File: src/rtl/fetch_pkg.sv
// Shared types and default widths for the instruction fetch unit.
package fetch_pkg;

    localparam int unsigned FETCH_ADDR_W         = 5;
    localparam int unsigned FETCH_INSTR_W        = 32;
    localparam int unsigned FETCH_TIMEOUT_CYCLES = 15;

    typedef enum logic [2:0] {
        IDLE  = 3'd0,
        REQ   = 3'd1,
        WAIT  = 3'd2,
        HOLD  = 3'd3,
        DRAIN = 3'd4
    } fetch_state_t;

endpackage

File: src/rtl/fetch_timeout_counter.sv
// Counts cycles spent waiting on a memory response; flags the last allowed cycle.
module fetch_timeout_counter #(
    parameter int unsigned TIMEOUT_CYCLES = 15
) (
    input  logic clk,
    input  logic resetN,
    input  logic clear_i,
    input  logic enable_i,
    output logic expired_o
);

    localparam int unsigned CNT_W = $clog2(TIMEOUT_CYCLES + 1);

    logic [CNT_W-1:0] cnt_q;
    logic [CNT_W-1:0] cnt_d;

    // High during the TIMEOUT_CYCLES-th waiting cycle (count starts at 0 on entry).
    assign expired_o = (cnt_q == CNT_W'(TIMEOUT_CYCLES - 1));

    // Clear on entry, otherwise count up and saturate at the expiry value.
    always_comb begin
        cnt_d = cnt_q;
        if (clear_i) begin
            cnt_d = '0;
        end else if (enable_i && !expired_o) begin
            cnt_d = cnt_q + CNT_W'(1);
        end
    end

    // Counter register.
    always_ff @(posedge clk or negedge resetN) begin
        if (!resetN) begin
            cnt_q <= '0;
        end else begin
            cnt_q <= cnt_d;
        end
    end

endmodule

File: src/rtl/instruction_fetch_unit.sv
// Single-outstanding fetch engine between the PC and a req/gnt/rvalid instruction memory.
module instruction_fetch_unit
    import fetch_pkg::*;
#(
    parameter int unsigned ADDR_W         = FETCH_ADDR_W,
    parameter int unsigned INSTR_W        = FETCH_INSTR_W,
    parameter int unsigned TIMEOUT_CYCLES = FETCH_TIMEOUT_CYCLES
) (
    input  logic               clk,
    input  logic               resetN,
    input  logic [ADDR_W-1:0]  pcAddress,
    input  logic               flush,
    input  logic               halt,
    output logic               memReq,
    output logic [ADDR_W-1:0]  memAddr,
    input  logic               memGnt,
    input  logic               memRvalid,
    input  logic [INSTR_W-1:0] memRdata,
    output logic               instrValid,
    output logic [INSTR_W-1:0] instruction,
    input  logic               instrReady,
    output logic               pcAdvance,
    output logic               fetchError
);

    fetch_state_t        state_q, state_d;
    logic                mem_req_q, mem_req_d;
    logic [ADDR_W-1:0]   mem_addr_q, mem_addr_d;
    logic                instr_valid_q, instr_valid_d;
    logic [INSTR_W-1:0]  instr_q, instr_d;
    logic                fetch_error_q, fetch_error_d;
    logic                drop_q, drop_d;
    logic                cnt_clear_c;
    logic                cnt_en_c;
    logic                cnt_expired;

    fetch_timeout_counter #(
        .TIMEOUT_CYCLES(TIMEOUT_CYCLES)
    ) u_timeout (
        .clk      (clk),
        .resetN   (resetN),
        .clear_i  (cnt_clear_c),
        .enable_i (cnt_en_c),
        .expired_o(cnt_expired)
    );

    // Next-state and datapath decisions for one fetch at a time.
    always_comb begin
        state_d       = state_q;
        mem_req_d     = mem_req_q;
        mem_addr_d    = mem_addr_q;
        instr_valid_d = instr_valid_q;
        instr_d       = instr_q;
        fetch_error_d = fetch_error_q;
        drop_d        = drop_q;

        unique case (state_q)
            IDLE: begin
                if (!halt && !fetch_error_q) begin
                    mem_addr_d = pcAddress;
                    mem_req_d  = 1'b1;
                    state_d    = REQ;
                end
            end
            REQ: begin
                if (memGnt) begin
                    mem_req_d = 1'b0;
                    drop_d    = 1'b0;
                    state_d   = (flush || drop_q) ? DRAIN : WAIT;
                end else if (flush) begin
                    drop_d = 1'b1;
                end
            end
            WAIT: begin
                if (memRvalid) begin
                    if (!flush) begin
                        instr_d       = memRdata;
                        instr_valid_d = 1'b1;
                        state_d       = HOLD;
                    end else begin
                        state_d = IDLE;
                    end
                end else if (flush) begin
                    state_d = DRAIN;
                end else if (cnt_expired) begin
                    fetch_error_d = 1'b1;
                    state_d       = IDLE;
                end
            end
            DRAIN: begin
                if (memRvalid) begin
                    state_d = IDLE;
                end else if (cnt_expired) begin
                    fetch_error_d = 1'b1;
                    state_d       = IDLE;
                end
            end
            HOLD: begin
                // A flush drops the held instruction even if decode is ready.
                if (flush || instrReady) begin
                    instr_valid_d = 1'b0;
                    state_d       = IDLE;
                end
            end
            default: begin
                state_d = IDLE;
            end
        endcase

        cnt_en_c    = (state_q == WAIT) || (state_q == DRAIN);
        cnt_clear_c = ((state_d == WAIT) || (state_d == DRAIN)) && (state_d != state_q);
    end

    // State and output registers.
    always_ff @(posedge clk or negedge resetN) begin
        if (!resetN) begin
            state_q       <= IDLE;
            mem_req_q     <= 1'b0;
            mem_addr_q    <= '0;
            instr_valid_q <= 1'b0;
            instr_q       <= '0;
            fetch_error_q <= 1'b0;
            drop_q        <= 1'b0;
        end else begin
            state_q       <= state_d;
            mem_req_q     <= mem_req_d;
            mem_addr_q    <= mem_addr_d;
            instr_valid_q <= instr_valid_d;
            instr_q       <= instr_d;
            fetch_error_q <= fetch_error_d;
            drop_q        <= drop_d;
        end
    end

    // PC advances in the same cycle decode accepts the instruction.
    assign pcAdvance   = instr_valid_q && instrReady && !flush;

    assign memReq      = mem_req_q;
    assign memAddr     = mem_addr_q;
    assign instrValid  = instr_valid_q;
    assign instruction = instr_q;
    assign fetchError  = fetch_error_q;

endmodule

File: config.mk
export PLATFORM = sky130hd
export DESIGN_NAME = instruction_fetch_unit
export DESIGN_NICKNAME = d
export VERILOG_FILES = /design/src/rtl/fetch_pkg.sv /design/src/rtl/fetch_timeout_counter.sv /design/src/rtl/instruction_fetch_unit.sv
export SDC_FILE = /design/constraint.sdc
export NUM_CORES = 1
export LEC_CHECK = 0
export CAP_MARGIN = 20
export CORE_MARGIN = 4
export CORE_UTILIZATION = 39
export DETAILED_ROUTE_END_ITERATION = 10
export GPL_TIMING_DRIVEN = 0
export PLACE_DENSITY = 0.81
export SYNTH_ARGS = -nofsm -noshare
export SYNTH_HDL_FRONTEND = slang
export SYNTH_SLANG_ARGS = --single-unit
File: constraint.sdc
create_clock -name clk -period 1.6 [get_ports clk]
set_input_delay 0.4 -clock clk [delete_from_list [all_inputs] [get_ports clk]]
set_output_delay 0.4 -clock clk [all_outputs]
set_load 0.02 [all_outputs]
## Yosys cells after proc, flatten, opt, wreduce, memory -nomap -nowiden

Index checks and enable logic that the tools add are counted.
Widths: inputs -> output; s select.

- Register bits: 48
- Input port bits: 44
- Output and inout port bits: 41
- Word-level logic and storage cells: 76

- Add/sub/neg operators: 1
- Equal/unequal tests: 15
- Multiplexer cells: 26
- Bitwise gates (word level): 1
- Reduce and logical (&&, ||, !) cells: 25

Operator list:

| kind | number |
|---|---|
| $mux 3 | 8 |
| $pmux 3 s5 | 1 |
| $ne 2x2->1 const B | 7 |
| $mux 1 | 11 |
| $reduce_bool 2->1 | 5 |
| $eq 3x2->1 const B | 3 |
| $mux 4 | 2 |
| $reduce_and 4->1 | 2 |
| $eq 3x3->1 const B | 2 |
| $pmux 1 s2 | 3 |
| $reduce_and 3->1 | 2 |
| $logic_and 1x1->1 | 5 |
| $add 4x1->4 const B | 1 |
| $eq 4x4->1 const B | 1 |
| $logic_not 1->1 | 4 |
| $logic_or 1x1->1 | 4 |
| $reduce_and 2->1 | 2 |
| $eq 3x1->1 const B | 1 |
| $logic_not 3->1 | 1 |
| $ne 3x3->1 | 1 |
| $mux 2 | 1 |
| $not 1->1 | 1 |

## Longest topological paths before layout

Gate-level depths: netlist (run 1).

- Depth after elaboration: 9
- Mapped depth: 7
- Depth with buffers taken out: 6

## By module

A second synthesis (run 1) with hierarchy kept.

- Cell total of the unflattened synthesis: 151
- Area, all modules: 2178.3 sq um

By module, submodules not included:

| module | times used | cells an instance | area each (sq um) | sequential area each (sq um) |
|---|---|---|---|---|
| instruction_fetch_unit | 1 | 127 | 1956.9 | 1101.1 |
| fetch_timeout_counter | 1 | 24 | 221.5 | 100.1 |

## Worst setup path before layout (run 1)

Ideal clock, no wire load.

- Path kind: in2reg
- From: in flush
- To: reg instr_q[0], in the netlist instruction[0]
- Data arrival time: 1625 ps
- Required time: 1475 ps
- Setup slack: -150 ps
- Stages on the path: 5
- Buffers on the path: 3
- Cells stage by stage: buf_2 -> or4_4 -> buf_6 -> buf_12 -> mux2_4

- Word-level cells in the longest chain between the ends: 2

Ends and longest elaborated chain:

| element | line | source |
|---|---|---|
| from (decl) | instruction_fetch_unit.sv:12 | `input logic flush,` |
| $not 1->1 (no source line) | -- |  |
| $reduce_and 3->1 (no source line) | -- |  |
| to (signal assigned) | instruction_fetch_unit.sv:129 | `instr_q <= instr_d;` |
| to (decl) | instruction_fetch_unit.sv:30 | `logic [INSTR_W-1:0] instr_q, instr_d;` |

Every way passes these cells.
A chain may end at the register's enable or synchronous reset.

## Final worst setup path (run 1)

- From: reg state_q[0]
- To: reg instr_q[0], in the netlist instruction[0]

- Word-level cells in the longest chain between the ends: 2

Ends and longest elaborated chain:

| element | line | source |
|---|---|---|
| from (decl) | instruction_fetch_unit.sv:26 | `fetch_state_t state_q, state_d;` |
| from (signal assigned) | instruction_fetch_unit.sv:125 | `state_q <= state_d;` |
| $eq 3x2->1 | instruction_fetch_unit.sv:57 | `unique case (state_q)` |
| $reduce_and 3->1 (no source line) | -- |  |

Every way passes these cells.

==> impl_metrics.json, run 1 <==
{
  "max_slew_margin": 0.612,
  "grt_use_total": 0.156,
  "die-width_um": 82.2,
  "post_drt_wl_per_cell_um": 16.2,
  "viasPerCell": 4.74,
  "drive_above_1_share": 0.305,
  "seqPwrFrac": 0.365,
  "critPathTopFamily": "simple AND/OR/NAND/NOR gates",
  "syn_inst": 143,
  "clk_path_buf_depth": 2,
  "placed_area_mm2": 0.00309,
  "setup_viol": 31,
  "fmax_mhz": 580,
  "synth_top_area_share": 0.560,
  "p_leak_nw": 1.68,
  "p_sw_mw": 1.96,
  "layout_setup_ws_ps": -124,
  "ant_nets": 0,
  "fin_hold_ws_ps": 96.3,
  "combPwrFrac": 0.481,
  "synth_warnings": 0,
  "dp_hpwl_um": 3540,
  "syn_area_per_cell_um2": 15.0,
  "worst_path_largest_cell_delay_ps": 580,
  "rsz0062_at_grt": "yes",
  "status": "finished, violations left",
  "internal-power_mw": 3.56,
  "worstMarginPinSlew_ps": 582,
  "crit_chain": "or4_4 -> buf_6 -> clkbuf_16 -> mux2_4",
  "cp_num_buf_inv": 2,
  "clockPowerShare": 0.154,
  "drv_slew": 0,
  "dr.pass1.iters": 4,
  "path_class": "reg -> reg",
  "start_kind": "flip-flop",
  "clock_skew_ps": 5.44,
  "gp_congestion": 0.831,
  "fin_area_mm2": 0.00332,
  "synth_top_area_cell": "dfrtp_1",
  "antenna_cells": 0,
  "final_nets": 291,
  "grt_max_degree": 26,
  "synth.area.top_cells": "dfrtp_1 (56%), mux2_4 (21%), mux2_2 (3.7%)",
  "cts_hold_buffers": 0,
  "synth_fp_nets": 189,
  "path_clk_slew_ps": 90,
  "min_period_ps": 1720,
  "total_power_mw": 5.53,
  "dieArea_mm2": 0.00675,
  "cts_tree": "built",
  "start_util": 0.412,
  "drt_wl_total_um": 5110,
  "critPathMaxFanout": 5,
  "grt_pass1_wl_um": 7840,
  "clock-sinks": 48,
  "vias": 1499,
  "cpMaxStageDelayCell": "or4_4",
  "switching_share": 0.355,
  "fin_tns_setup_ps": -2780,
  "dieHeight_um": 82.2,
  "insertion_delay_ps": 290,
  "portBuffers": 83,
  "irDropWorstVdd_uv": 705,
  "ys_ff_latch": 48,
  "yosysSeqAreaShare": 0.560,
  "antenna_found_initial": 0,
  "netlist_area_mm2": 0.00215,
  "syn2layout_area_growth_pct": 54.6,
  "grt_overflow": 0,
  "hold_class": "in -> async",
  "ys_types": 32,
  "cap_violations": 0,
  "coreArea_mm2": 0.00520,
  "io_pins": 85,
  "fp-row-count": 26,
  "post-route-period-util": 1.08,
  "htree_levels": 2,
  "first_global_vias": 1603,
  "drc_errors": 0,
  "violations": "negative setup slack",
  "end_kind": "flip-flop",
  "drtIter0Drc": 22,
  "root_buffer": "clkbuf_8",
  "finalHoldViolCount": 0,
  "crit_required_ps": 1780,
  "numCtsBuffers": 5,
  "power.density_mw_per_mm2": 1670,
  "cp.arrival_ps": 1910
}
cells in the mapped netlist:
cell type / number
o41ai_1: 1
nor3_1: 1
buf_2: 1
nand2_1: 3
nand3_1: 1
nand4bb_1: 1
nand3b_1: 1
nand2b_1: 1
nand2b_4: 1
and3b_1: 1
nor4b_2: 1
o21ai_0: 5
buf_6: 1
nor4b_1: 1
ha_1: 2
dfrtp_1: 48
mux2_2: 7
o21bai_1: 1
mux2i_1: 1
a211oi_1: 1
mux2_4: 30
and3_1: 2
a31o_2: 1
buf_12: 3
nor2_1: 10
a31oi_1: 1
xnor2_1: 4
clkbuf_1: 2
a21oi_1: 4
nor4_1: 2
or4_4: 1
inv_1: 3
sequential cells by signal, indices dropped and copies added (netlist names):
name / cells
u_timeout.cnt_q: 4
memAddr: 5
state_q: 3
memReq: 1
drop_q: 1
instrValid: 1
fetchError: 1
instruction: 32
layer usage:
| layer | part of all wire | vias up | track usage |
|---|---|---|---|
| met4 | 0.0069 | 0 | 0.0399 |
| met3 | 0.076 | 4 | 0.0488 |
| li1 | - | 707 | - |
| met5 | 0 | - | 0 |
| met1 | 0.40 | 732 | 0.185 |
| met2 | 0.51 | 56 | 0.272 |
what timing repair did:
action / in CTS / in global routing
buffers inserted: 11 / 0
pin swaps: 1 / 0
endpoints found under the setup margin: 84 / 42
cloned: 2 / 1
resized for setup: 54 / 7
logic make-up after synthesis:
family                   count (synthesis)  synth area share
AO/OA/AOI/OAI                           14            0.0391
XOR/XNOR                                 4            0.0163
adder cells (fa/ha/maj)                  2            0.0117
buffers and inverters                   10            0.0443
flip-flops                              48             0.560
multiplexers                            38             0.251
AND/OR/NAND/NOR                         27            0.0775
power by group through the flow:
stage / Combinational (mW) / Sequential (mW) / Clock, mW
2_1_floorplan: 1.01 / 2.57 / 0
3_3_place_gp: 2.67 / 2.05 / 0
3_5_place_dp: 2.73 / 2.08 / 0
4_1_cts: 2.64 / 2.02 / 0.875
5_1_grt: 2.84 / 2.08 / 0.949
6_report: 2.66 / 2.02 / 0.852
area by class of cell:
| type | count | area (um^2) |
|---|---|---|
| Fill cell | 415 | 1890 |
| Sequential cell | 48 | 1200 |
| Timing Repair Buffer | 97 | 946 |
| Multi-Input combinational cell | 85 | 883 |
| Tap cell | 70 | 87.6 |
| Buffer | 5 | 78.8 |
| Clock buffer | 6 | 72.6 |
| Clock inverter | 2 | 35.0 |
| Inverter | 3 | 11.3 |
final timing paths:
kind,startpoint,to,slack [ps],depth (start not counted)
max,state_q[0],instruction[0],-120,4
max in group asynchronous,resetN,state_q[1],960,2
min in group clk,memRvalid,state_q[2],360,2
min reg2reg,memAddr[3],memAddr[3],500,1
min,resetN,instruction[15],100,1
max reg2reg,state_q[0],instruction[0],-120,4
cell usage in the layout, fill, tap and decap left out, types with 2 or more instances in the layout:
master | netlist | routed
dfrtp_1 | 48 | 46
dlygate4sd2_1 | 0 | 40
clkdlybuf4s50_1 | 0 | 39
mux2_4 | 30 | 30
nor2_1 | 10 | 10
buf_4 | 0 | 9
mux2_2 | 7 | 7
o21ai_0 | 5 | 5
buf_12 | 3 | 5
clkbuf_8 | 0 | 5
a21oi_1 | 4 | 4
xnor2_1 | 4 | 4
inv_1 | 3 | 3
nand2_1 | 3 | 3
clkbuf_1 | 2 | 2
ha_1 | 2 | 2
buf_6 | 1 | 2
dfrtp_2 | 0 | 2
stage by stage:
stage | setup WS (ps) | instances | util
CTS | -110 | 316 | 0.634
floorplan | -77.7 | 143 | -
detailed placement | -685 | 297 | 0.594
finish | -124 | 316 | 0.638
global placement | -1240 | 296 | 0.591
global route | -142 | 316 | 0.638
No activity file was read; power rests on OpenSTA's default activity.
==> run 2, diff against run 1 <==
Settings changed: GPL_ROUTABILITY_DRIVEN from default to 0, GPL_TIMING_DRIVEN 0 to default.
==> run 2 against run 1 <==
The run still ends with negative setup slack left; via count down 1.7%; highest routed layer unchanged; critical path depth unchanged; power down 2.9%; count of clock-buffer cells in the layout unchanged; sequential share of layout area up 0.78 points; worst setup slack better by 82 ps; final cell count down 0.32%; critical endpoint is now instruction[28]; flip-flop and latch count unchanged; sequential power about the same; non-clock buffer count down 1.
==> impl_metrics.json, run 2 (synthesized netlist as in run 1, its figures left out) <==
{
  "n_fill_cell": 438,
  "dp_hpwl_um": 3300,
  "start_util": 0.412,
  "r2r_cells": 4,
  "grt_max_degree": 49,
  "hold_class": "in -> async",
  "first_global_vias": 1538,
  "worst_path_largest_cell_delay_ps": 490,
  "drv_slew": 0,
  "viasPerCell": 4.68,
  "cap_violations": 0,
  "placed_area_mm2": 0.00313,
  "insertion_delay_ps": 300,
  "dieArea_mm2": 0.00675,
  "post_drt_wl_per_cell_um": 14.9,
  "die-width_um": 82.2,
  "path_clk_slew_ps": 90,
  "reg2reg_to": "instruction[28]",
  "fmax_mhz": 609,
  "finalHoldViolCount": 0,
  "coreArea_mm2": 0.00520,
  "internal-power_mw": 3.44,
  "ant_nets": 0,
  "drive_above_1_share": 0.294,
  "dieHeight_um": 82.2,
  "fp-row-count": 26,
  "min_period_ps": 1640,
  "r2r-start": "state_q[2]",
  "cp.depth": 4,
  "final_common_cell": "dfrtp_1",
  "crit_required_ps": 1790,
  "largest_register_ffs": 32,
  "antenna_found_initial": 0,
  "rsz0062_at_grt": "yes",
  "portBuffers": 84,
  "cts_tree": "built",
  "endpoint": "instruction[28]",
  "layout_setup_ws_ps": -41.9,
  "cp_num_buf_inv": 1,
  "drc_errors": 0,
  "crit_chain": "nand2b_4 -> or4_4 -> buf_12 -> mux2_4",
  "antenna_cells": 0,
  "seqPwrFrac": 0.373,
  "end_kind": "flip-flop",
  "setup_viol": 32,
  "power.density_mw_per_mm2": 1660,
  "dr.pass1.iters": 4,
  "post-route-period-util": 1.03,
  "layout_common_cells": "dfrtp_1 (48), dlygate4sd2_1 (42), clkdlybuf4s50_1 (39)",
  "max_slew_margin": 0.725,
  "grt_use_total": 0.142,
  "fin_area_mm2": 0.00324,
  "critPathTopFamily": "simple AND/OR/NAND/NOR gates",
  "path_class": "reg -> reg",
  "io_pins": 85,
  "vias": 1474,
  "cpMaxStageDelayCell": "or4_4",
  "htree_levels": 2,
  "grt_pass1_wl_um": 7280,
  "status": "finished, violations left",
  "numCtsBuffers": 5,
  "critPathMaxFanout": 13,
  "final_nets": 290,
  "root_buffer": "clkbuf_8",
  "clockPowerShare": 0.141,
  "cp.arrival_ps": 1830,
  "regToRegSetupSlack_ps": -40,
  "combPwrFrac": 0.486,
  "syn2layout_area_growth_pct": 51.1,
  "cts_hold_buffers": 0,
  "dp_slack_ps": -543,
  "regArea_mm2": 0.00120,
  "startpoint": "state_q[2]",
  "clock-sinks": 48,
  "drt_wl_total_um": 4690,
  "clk_path_buf_depth": 2,
  "start_kind": "flip-flop",
  "grt_overflow": 0,
  "worstMarginPinSlew_ps": 409,
  "p_leak_nw": 1.66,
  "clock_skew_ps": 5.21,
  "drtIter0Drc": 32,
  "switching_share": 0.358,
  "multi_input_area_um2": 878,
  "irDropWorstVdd_uv": 791,
  "violations": "negative setup slack",
  "p_sw_mw": 1.92
}
## run 2: cell count changes in the layout (fill, tap and decap cells not counted), sizes merged
cell         delta
inv             +1
bufinv          -1
dlygate4sd2     +2
clkbuf          -3
## run 2: worst min-delay path by stage
stage	start	to	slack [ps]	cells after the start
3_5_place_dp	resetN	instruction[22]	400	2
4_1_cts	resetN	instruction[16]	80	2
3_3_place_gp	resetN	instruction[16]	400	2
5_1_grt	resetN	u_timeout.cnt_q[2]	90	2
2_1_floorplan	resetN	drop_q	100	0
6_report	resetN	instruction[16]	70	2
## run 2: routing by layer
layer	share of wire	vias up	global-route usage	routed length [um]
met1	0.44	706	0.182	2080
met3	0.081	6	0.0423	379
met5	0	-	0	0
met2	0.46	57	0.232	2180
li1	-	705	-	-
met4	0.012	0	0.0432	54
## run 2: per-stage QoR
stage	TNS [ps]	hold WS, ps	util	instances	power, mW
final	-852	69.1	0.623	315	5.37
after floorplan	-2330	104	-	143	3.58
after CTS	-4300	76.4	0.617	315	5.40
after global routing	-2450	91.6	0.623	315	5.72
after global placement	-17630	401	0.601	306	4.85
after detailed placement	-18860	405	0.601	306	4.91
## run 2: what timing repair did
item / in CTS / in global routing
pin swaps: 1 / 2
gates cloned: 1 / 0
endpoints found under the setup margin: 78 / 41
setup buffers: 0 / 0
gates resized for setup: 50 / 7
endpoints found under the hold margin: 0 / 0
## run 2: cell type report
cell class / instances / share of cell area
repair buffers: 101 / 0.298
clock buffers: 6 / 0.0255
clock inverters: 2 / 0.00425
well taps: 70 / 0.0270
inverters: 3 / 0.00347
multi-input cells: 85 / 0.271
flip-flops and latches: 48 / 0.371
## run 2: worst reg2reg max path, cell delays in order, from the launching register on
cell      delay [ps]
dfrtp_1          390
nand2b_4         150
or4_4            490
buf_12           200
mux2_4           300
## run 2: power by group through the flow
stage	clock, mW	sequential, mW	combinational, mW
2_1_floorplan	0	2.57	1.01
3_3_place_gp	0	2.04	2.82
3_5_place_dp	0	2.04	2.87
4_1_cts	0.787	2.01	2.61
5_1_grt	0.842	2.07	2.81
6_report	0.754	2.00	2.61
==> run 3, diff against run 2 <==
Settings changed: CAP_MARGIN 20 to 5, CORE_ASPECT_RATIO from default to 0.6, CORE_MARGIN 4 to default.
==> run 3 against run 2 <==
The run ends with design-rule violations, negative setup slack left; largest cell class unchanged; wire length is 3.3% lower; die area is 14% lower; non-clock buffer count is 2 higher; core utilization is 0.30 points higher; power is 0.23% higher; critical endpoint is now instruction[21]; final cell count is 0.63% lower; maximum frequency is 0.51% higher; sequential power hardly changed; clock power is 2% higher; design area stayed put; global-route usage is 2.8 points higher; clock skew is 2.1 ps higher.
==> impl_metrics.json, run 3 (synthesized netlist as in run 1, its figures left out) <==
{
  "status": "finished, violations left",
  "violations": "design-rule violations, negative setup slack",
  "drt_wl_total_um": 4530,
  "post_drt_wl_per_cell_um": 14.5,
  "worst_path_largest_cell_delay_ps": 490,
  "end_kind": "flip-flop",
  "startpoint": "state_q[2]",
  "grt_use_met1": 0.249,
  "crit_chain": "nand2b_4 -> or4_4 -> buf_12 -> mux2_4",
  "drv_slew": 0,
  "placed_area_mm2": 0.00315,
  "clock_skew_ps": 7.27,
  "multi_input_area_um2": 870,
  "n_fill_cell": 436,
  "coreArea_mm2": 0.00518,
  "r2r_cells": 4,
  "irDropWorstVdd_uv": 726,
  "grt_max_degree": 49,
  "vias": 1511,
  "grt_overflow": 0,
  "path_class": "reg -> reg",
  "fin_area_mm2": 0.00324,
  "clk_path_buf_depth": 2,
  "cap_violations": 0,
  "dieArea_mm2": 0.00581,
  "r2r-start": "state_q[2]",
  "dp_hpwl_um": 3240,
  "reg2reg_to": "instruction[21]",
  "dieHeight_um": 59.5,
  "use_met3": 0.0531,
  "first_global_vias": 1472,
  "drc_errors": 17,
  "cts_hold_buffers": 0,
  "busiest_layer": "met1",
  "htree_levels": 2,
  "dr.pass1.iters": 7,
  "fmax_mhz": 612,
  "syn2layout_area_growth_pct": 51.1,
  "grt_use_total": 0.170,
  "ant_nets": 0,
  "met2_usage": 0.236,
  "cpMaxStageDelayCell": "or4_4",
  "largest_register_ffs": 32,
  "clock-sinks": 48,
  "final_common_cell": "dfrtp_1",
  "regToRegSetupSlack_ps": -30,
  "layout_common_cells": "dfrtp_1 (48), dlygate4sd2_1 (42), clkdlybuf4s50_1 (40)",
  "cp_num_buf_inv": 1,
  "power.density_mw_per_mm2": 1660,
  "max_slew_margin": 0.746,
  "total_power_mw": 5.38,
  "cts_tree": "built",
  "root_buffer": "clkbuf_8",
  "min_period_ps": 1630,
  "viasPerCell": 4.83,
  "layout_setup_ws_ps": -33.6,
  "fin_tns_setup_ps": -301,
  "post-route-period-util": 1.02,
  "drive_above_1_share": 0.291,
  "drtIter0Drc": 33,
  "finalHoldViolCount": 0,
  "fp-row-count": 20,
  "numCtsBuffers": 5,
  "start_util": 0.414,
  "io_pins": 85,
  "p_leak_nw": 1.66,
  "critPathTopFamily": "simple AND/OR/NAND/NOR gates",
  "dp_slack_ps": -564,
  "path_clk_slew_ps": 90,
  "antenna_found_initial": 0,
  "worstMarginPinSlew_ps": 378,
  "die-width_um": 97.8,
  "insertion_delay_ps": 300,
  "hold_class": "in -> async",
  "rsz0062_at_grt": "yes",
  "grt_pass1_wl_um": 7380,
  "final_nets": 292,
  "crit_required_ps": 1790,
  "critPathMaxFanout": 14,
  "antenna_cells": 0,
  "cp.arrival_ps": 1820,
  "regArea_mm2": 0.00120,
  "start_kind": "flip-flop",
  "setup_viol": 22,
  "portBuffers": 84
}
==> run 3: cell types whose count changed in the layout (fill, tap and decap cells not counted), sizes merged <==
cell / previous run / this run
buf: 19 / 21
clkdlybuf4s50: 39 / 40
dlymetal6s2s: 1 / 0
==> run 3: worst max path at each step <==
| stage | end | slack, ps | cells past startpoint |
|---|---|---|---|
| after floorplan | instruction[0] | -80 | 5 |
| after global placement | pcAdvance | -560 | 3 |
| after detailed placement | pcAdvance | -560 | 3 |
| after CTS | instruction[21] | -130 | 4 |
| after global routing | instruction[17] | -70 | 4 |
| final | instruction[21] | -30 | 4 |
==> run 3: where the power goes <==
group	leakage [nW]	internal [mW]	total (mW)	switching [mW]
combinational	1.01	1.38	2.62	1.23
sequential	0.602	1.72	1.99	0.273
clock	0.0516	0.354	0.770	0.416
total	1.66	3.46	5.38	1.92
==> run 3: cell type report <==
cell class                 count  share of cell area
clock buffer                   6              0.0255
clock inverter                 2             0.00425
inverter                       3             0.00347
multi-input combinational     85               0.268
sequential                    48               0.371
tap                           66              0.0255
timing repair buffer         103               0.303
==> run 3: routing by layer <==
| layer | wire [um] | part of all wire |
|---|---|---|
| met5 | 0 | 0 |
| met4 | 36 | 0.0079 |
| met3 | 348 | 0.077 |
| met2 | 1830 | 0.40 |
| met1 | 2320 | 0.51 |
==> run 3: what timing repair did <==
action / CTS / global route
resized for setup: 48 / 3
cloned: 1 / 0
setup endpoints to repair: 73 / 39
pin swaps: 1 / 1
buffers inserted: 0 / 1
==> run 3: stage by stage <==
| step | std cells | hold slack (ps) | utilization |
|---|---|---|---|
| floorplan | 143 | 104 | - |
| global placement | 303 | 406 | 0.607 |
| detailed placement | 303 | 402 | 0.607 |
| CTS | 312 | 62.7 | 0.621 |
| global route | 313 | 70.3 | 0.626 |
| finish | 313 | 53.8 | 0.626 |
==> patch 1 (settings of run 3) <==
Change the package constant `FETCH_ADDR_W` from 5 to 6.
--- a/src/rtl/fetch_pkg.sv
+++ b/src/rtl/fetch_pkg.sv
@@ -1,7 +1,7 @@
 // Shared types and default widths for the instruction fetch unit.
 package fetch_pkg;
 
-    localparam int unsigned FETCH_ADDR_W         = 5;
+    localparam int unsigned FETCH_ADDR_W         = 6;
     localparam int unsigned FETCH_INSTR_W        = 32;
     localparam int unsigned FETCH_TIMEOUT_CYCLES = 15;
 
Ports: changed (resized memAddr and pcAddress); port bits go from 85 to 87. The function was not compared with the original's and may differ.
==> patch 1 against run 3 <==
- core utilization is 1.8 points higher
- critical endpoint is now instruction[24]$_DFFE_PN0P_
- the run ends with setup timing left
- worst setup slack got worse by 0.081 ns
- global-route usage grew 1.1 points
- wire length rose by 14%
- synthesized area is 1.9% higher
- power grew 3.0%
- critical path depth did not move
- count of clock-buffer cells in the layout decreased by 1
- final area grew 3.9%
- sequential cell count is 1 higher
==> patch 1: results (changes against run 3) <==
status: finished, violations left (unchanged)
failing checks: setup timing (was DRC, setup timing)
share of cells above drive strength 1: 29.9% (was 29.1%)
ranking of synthesized cells by area: dfrtp_1, mux2_4, mux2_2, buf_12, nor2_1 (unchanged)
syn nets: 192 (was 189)
DRT iter0 DRCs: 51 (was 33)
met3 wire len: 408 um (was 348 um)
Hold Path Class: input pin to flip-flop (was input pin to async pin)
final setup TNS: -2.76 ns (was -0.301 ns)
Longest Clk Path Bufs: 2 (unchanged)
worst-path fanout max: 8 (was 14)
final setup violation count: 35 (was 22)
Setup Skew: 0.00818 ns (was 0.00727 ns)
Arr. time, crit path: 1.90 ns (was 1.82 ns)
top cells by count, synth: dfrtp_1, mux2_4, nor2_1 (unchanged)
Tightest Pin Transition: 0.430 ns (was 0.378 ns)
final worst slack: -0.114 ns (was -0.0336 ns)
Met1 Wirelength: 2.57 mm (was 2.32 mm)
vias in the first global route: 1,539 (was 1,472)
hold_ws: 0.452 ns (was 0.0538 ns)
Peak supply drop: 0.615 mV (was 0.726 mV)
metal2 WL: 2.14 mm (was 1.83 mm)
Static Leak: 1.73 nW (was 1.66 nW)
non-filler instance count after layout: 320 (was 313)
met1 Resource Use GR: 25.9% (was 24.9%)
slowest stage delay, CP: 0.53 ns (was 0.49 ns)
Pre-antenna DRT Iters: 4 (was 7)
first-pass GRT wire length: 7.91 mm (was 7.38 mm)
# port buffers: 86 (was 84)
Total Routed Length: 5.15 mm (was 4.53 mm)
total via count in the routed design: 1,555 (was 1,511)
maximum number of pins on one net before global-route repair: 26 (was 49)
post-synthesis async set-or-reset flop share: 100% (unchanged)
GR Layer Usage met2: 26.6% (was 23.6%)
worst slack, placed: -0.542 ns (was -0.564 ns)
GRT Total Usage: 18.1% (was 17.0%)
Syn Area/Cell: 15.1 um^2 (was 15.0 um^2)
placed insts: 306 (was 303)
met3 usage: 6.08% (was 5.31%)
Seq/Total Area, Yosys: 56.1% (was 56.0%)
nets: 300 (was 292)
## patch 1: changes by cell type after synthesis, sizes merged
| cell | before | now |
|---|---|---|
| mux2 | 37 | 38 |
| or2b | 0 | 1 |
| buf | 5 | 4 |
| dfrtp | 48 | 49 |
| clkbuf | 2 | 3 |
| nand2b | 2 | 1 |
## patch 1: path summary, 6_finish.rpt
kind	startpoint	endpoint	cells past startpoint
min in group asynchronous	resetN	instruction[18]$_DFFE_PN0P_	2
max in group asynchronous	resetN	instruction[26]$_DFFE_PN0P_	3
min	memRvalid	state_q[2]$_DFF_PN0_	3
max	state_q[2]$_DFF_PN0_	instruction[24]$_DFFE_PN0P_	4
max reg2reg	state_q[2]$_DFF_PN0_	instruction[24]$_DFFE_PN0P_	4
min reg2reg	instruction[16]$_DFFE_PN0P_	instruction[16]$_DFFE_PN0P_	1
## patch 1: what timing repair did
action / in CTS / in global routing
hold buffers: 1 / 0
hold endpoints to repair: 11 / 0
gates cloned: 1 / 2
pin swaps: 1 / 2
resized for setup: 49 / 6
endpoints found under the setup margin: 80 / 42
buffers inserted: 0 / 2
## patch 1: logic make-up after synthesis
family          after synthesis  share of synthesized area [%]
flops                        49                           56.1
mux                          39                           25.2
simple gates                 27                           7.84
compound gates               14                           3.83
buf+inv                      10                           4.35
xor+xnor                      4                           1.60
fa+ha+maj                     2                           1.14
## patch 1: power breakdown
part / internal (W) / leakage (nW) / total (W) / switching (W)
clock network: 0.000316 / 0.0447 / 0.000750 / 0.000434
registers: 0.00176 / 0.614 / 0.00205 / 0.000295
logic: 0.00143 / 1.07 / 0.00274 / 0.00131
## patch 1: final cells by class
class,instances,area (um^2)
flip-flops and latches,49,1230
fillers,412,1860
inverters,3,11.3
clock buffers,5,68.8
clock inverters,3,25.0
multi-input cells,86,888
well taps,66,82.6
repair buffers,108,1060
==> patch 2 (config.mk and constraints of run 3) <==
Without the edit above. Register the output `fetchError` once more, with the module's reset; this adds one clock of latency there. The other outputs are not delayed to match.
--- a/src/rtl/instruction_fetch_unit.sv
+++ b/src/rtl/instruction_fetch_unit.sv
@@ -139,7 +139,13 @@
     assign memAddr     = mem_addr_q;
     assign instrValid  = instr_valid_q;
     assign instruction = instr_q;
-    assign fetchError  = fetch_error_q;
+    always_ff @(posedge clk or negedge resetN) begin
+        if (!resetN) begin
+            fetchError <= '0;
+        end else begin
+            fetchError <= fetch_error_q;
+        end
+    end
 
 endmodule
 
Function: no difference found for any inputs over 10 cycles, from zero or initial values and one cycle with resetN low; that may be too few to reach the edited logic, so the function may still have changed.
==> patch 2 against run 3 <==
- the flow still finishes with violations (DRC, setup timing)
- wire length up 7.5%
- sequential cell count rose by 1
- fmax is 2.0% lower
- cell count stayed put
- core utilization up 0.25 points
- worst setup slack worse by 0.033 ns
- via count decreased by 0.53%
- synthesized area rose by 1.2%
- final area grew 0.89%
- power increased by 0.65%
- clock skew shrank 0.00085 ns
- first-iteration DRC count is 150% higher
==> patch 2: results (changes against run 3) <==
status: finished, violations left (unchanged)
failing checks: DRC, setup timing (unchanged)
Ant. Diodes: 0 (unchanged)
DRT iter0 DRCs: 82 (was 33)
sequential power: 0.00204 W (was 0.00199 W)
worst slack, placed: -0.530 ns (was -0.564 ns)
nets: 293 (was 292)
ranking of synthesized cells by area: dfrtp_1, mux2_4, mux2_2, buf_12, nor2_1 (unchanged)
Total Routed Length: 4.88 mm (was 4.53 mm)
Cells after Synth: 144 (was 143)
GRT Total Usage: 18.0% (was 17.0%)
multiplexer area fraction after synthesis: 24.8% (was 25.1%)
post-place instance area: 3160 um^2 (was 3150 um^2)
met3 usage: 5.03% (was 5.31%)
Arr. time, crit path: 1.85 ns (was 1.82 ns)
worst setup path endpoint: instruction[5]$_DFFE_PN0P_ (was instruction[21]$_DFFE_PN0P_)
Peak supply drop: 0.656 mV (was 0.726 mV)
Compound-Gate Fraction of Synth Area: 3.86% (was 3.91%)
Hold Path Class: input pin to async pin (unchanged)
met3 wire len: 378 um (was 348 um)
final setup violation count: 32 (was 22)
Met1 Wirelength: 2.62 mm (was 2.32 mm)
combinational share of power: 48.7% (was 48.6%)
vias in the first global route: 1,565 (was 1,472)
DRC: 9 (was 17)
max_slew headroom: 77.1% (was 74.6%)
CTS resizes: 47 (was 48)
final worst slack: -0.0663 ns (was -0.0336 ns)
Pre-antenna DRT Iters: 7 (unchanged)
first-pass GRT wire length: 7.97 mm (was 7.38 mm)
Setup Skew: 0.00642 ns (was 0.00727 ns)
Pwr Density: 1660 nW/um^2 (about the same)
Post-CTS Setup Inserts: 0 (unchanged)
metal2 WL: 1.86 mm (was 1.83 mm)
adder-cell share of the synthesized area: 1.15% (was 1.17%)
Post-DP HPWL: 3.45 mm (was 3.24 mm)
placed insts: 304 (was 303)
GR Layer Usage met2: 25.2% (was 23.6%)
final setup TNS: -1.78 ns (was -0.301 ns)
CTS root buf: clkbuf_8 (unchanged)
total via count in the routed design: 1,503 (was 1,511)
Final Util: 62.8% (was 62.6%)
top cells by count, synth: dfrtp_1, mux2_4, nor2_1 (unchanged)
Yosys warning count: 0 (unchanged)
clock buffer count from CTS: 5 (unchanged)
syn nets: 190 (was 189)
Seq/Total Area, Yosys: 56.5% (was 56.0%)
met1 Resource Use GR: 27.4% (was 24.9%)
maximum number of pins on one net before global-route repair: 50 (was 49)
Filler Cell Count: 422 (was 436)
post-synthesis xor/xnor area fraction: 1.61% (was 1.63%)
worst-path fanout max: 8 (was 14)
internal power: 0.00348 W (was 0.00346 W)
post-synthesis async set-or-reset flop share: 100% (unchanged)
share of cells above drive strength 1: 28.3% (was 29.1%)
Static Leak: 1.68 nW (was 1.66 nW)
-- patch 2: cell types whose count changed after synthesis, sizes merged --
| cell | delta |
|---|---|
| dfrtp | +1 |
-- patch 2: worst min-delay path by stage --
stage / to / slack, ns / cells after the start
final: instruction[23]$_DFFE_PN0P_ / 0.07 / 2
after floorplan: drop_q$_DFFE_PN0P_ / 0.10 / 0
after global placement: instruction[19]$_DFFE_PN0P_ / 0.41 / 2
after global routing: instruction[23]$_DFFE_PN0P_ / 0.09 / 2
after CTS: instruction[23]$_DFFE_PN0P_ / 0.08 / 2
after detailed placement: instruction[23]$_DFFE_PN0P_ / 0.41 / 2
-- patch 2: critical path: stages (launching register included) --
cell and delay (ns):
dfrtp_1 0.38, nand2b_4 0.15, or4_4 0.51, clkbuf_16 0.22
mux2_4 0.29
-- patch 2: cell type report --
class,instances,area share [%]
clock buffers,6,2.52
clock inverters,1,0.230
inverters,3,0.344
multi-input cells,85,26.4
flip-flops and latches,49,37.5
well taps,66,2.52
repair buffers,103,30.5
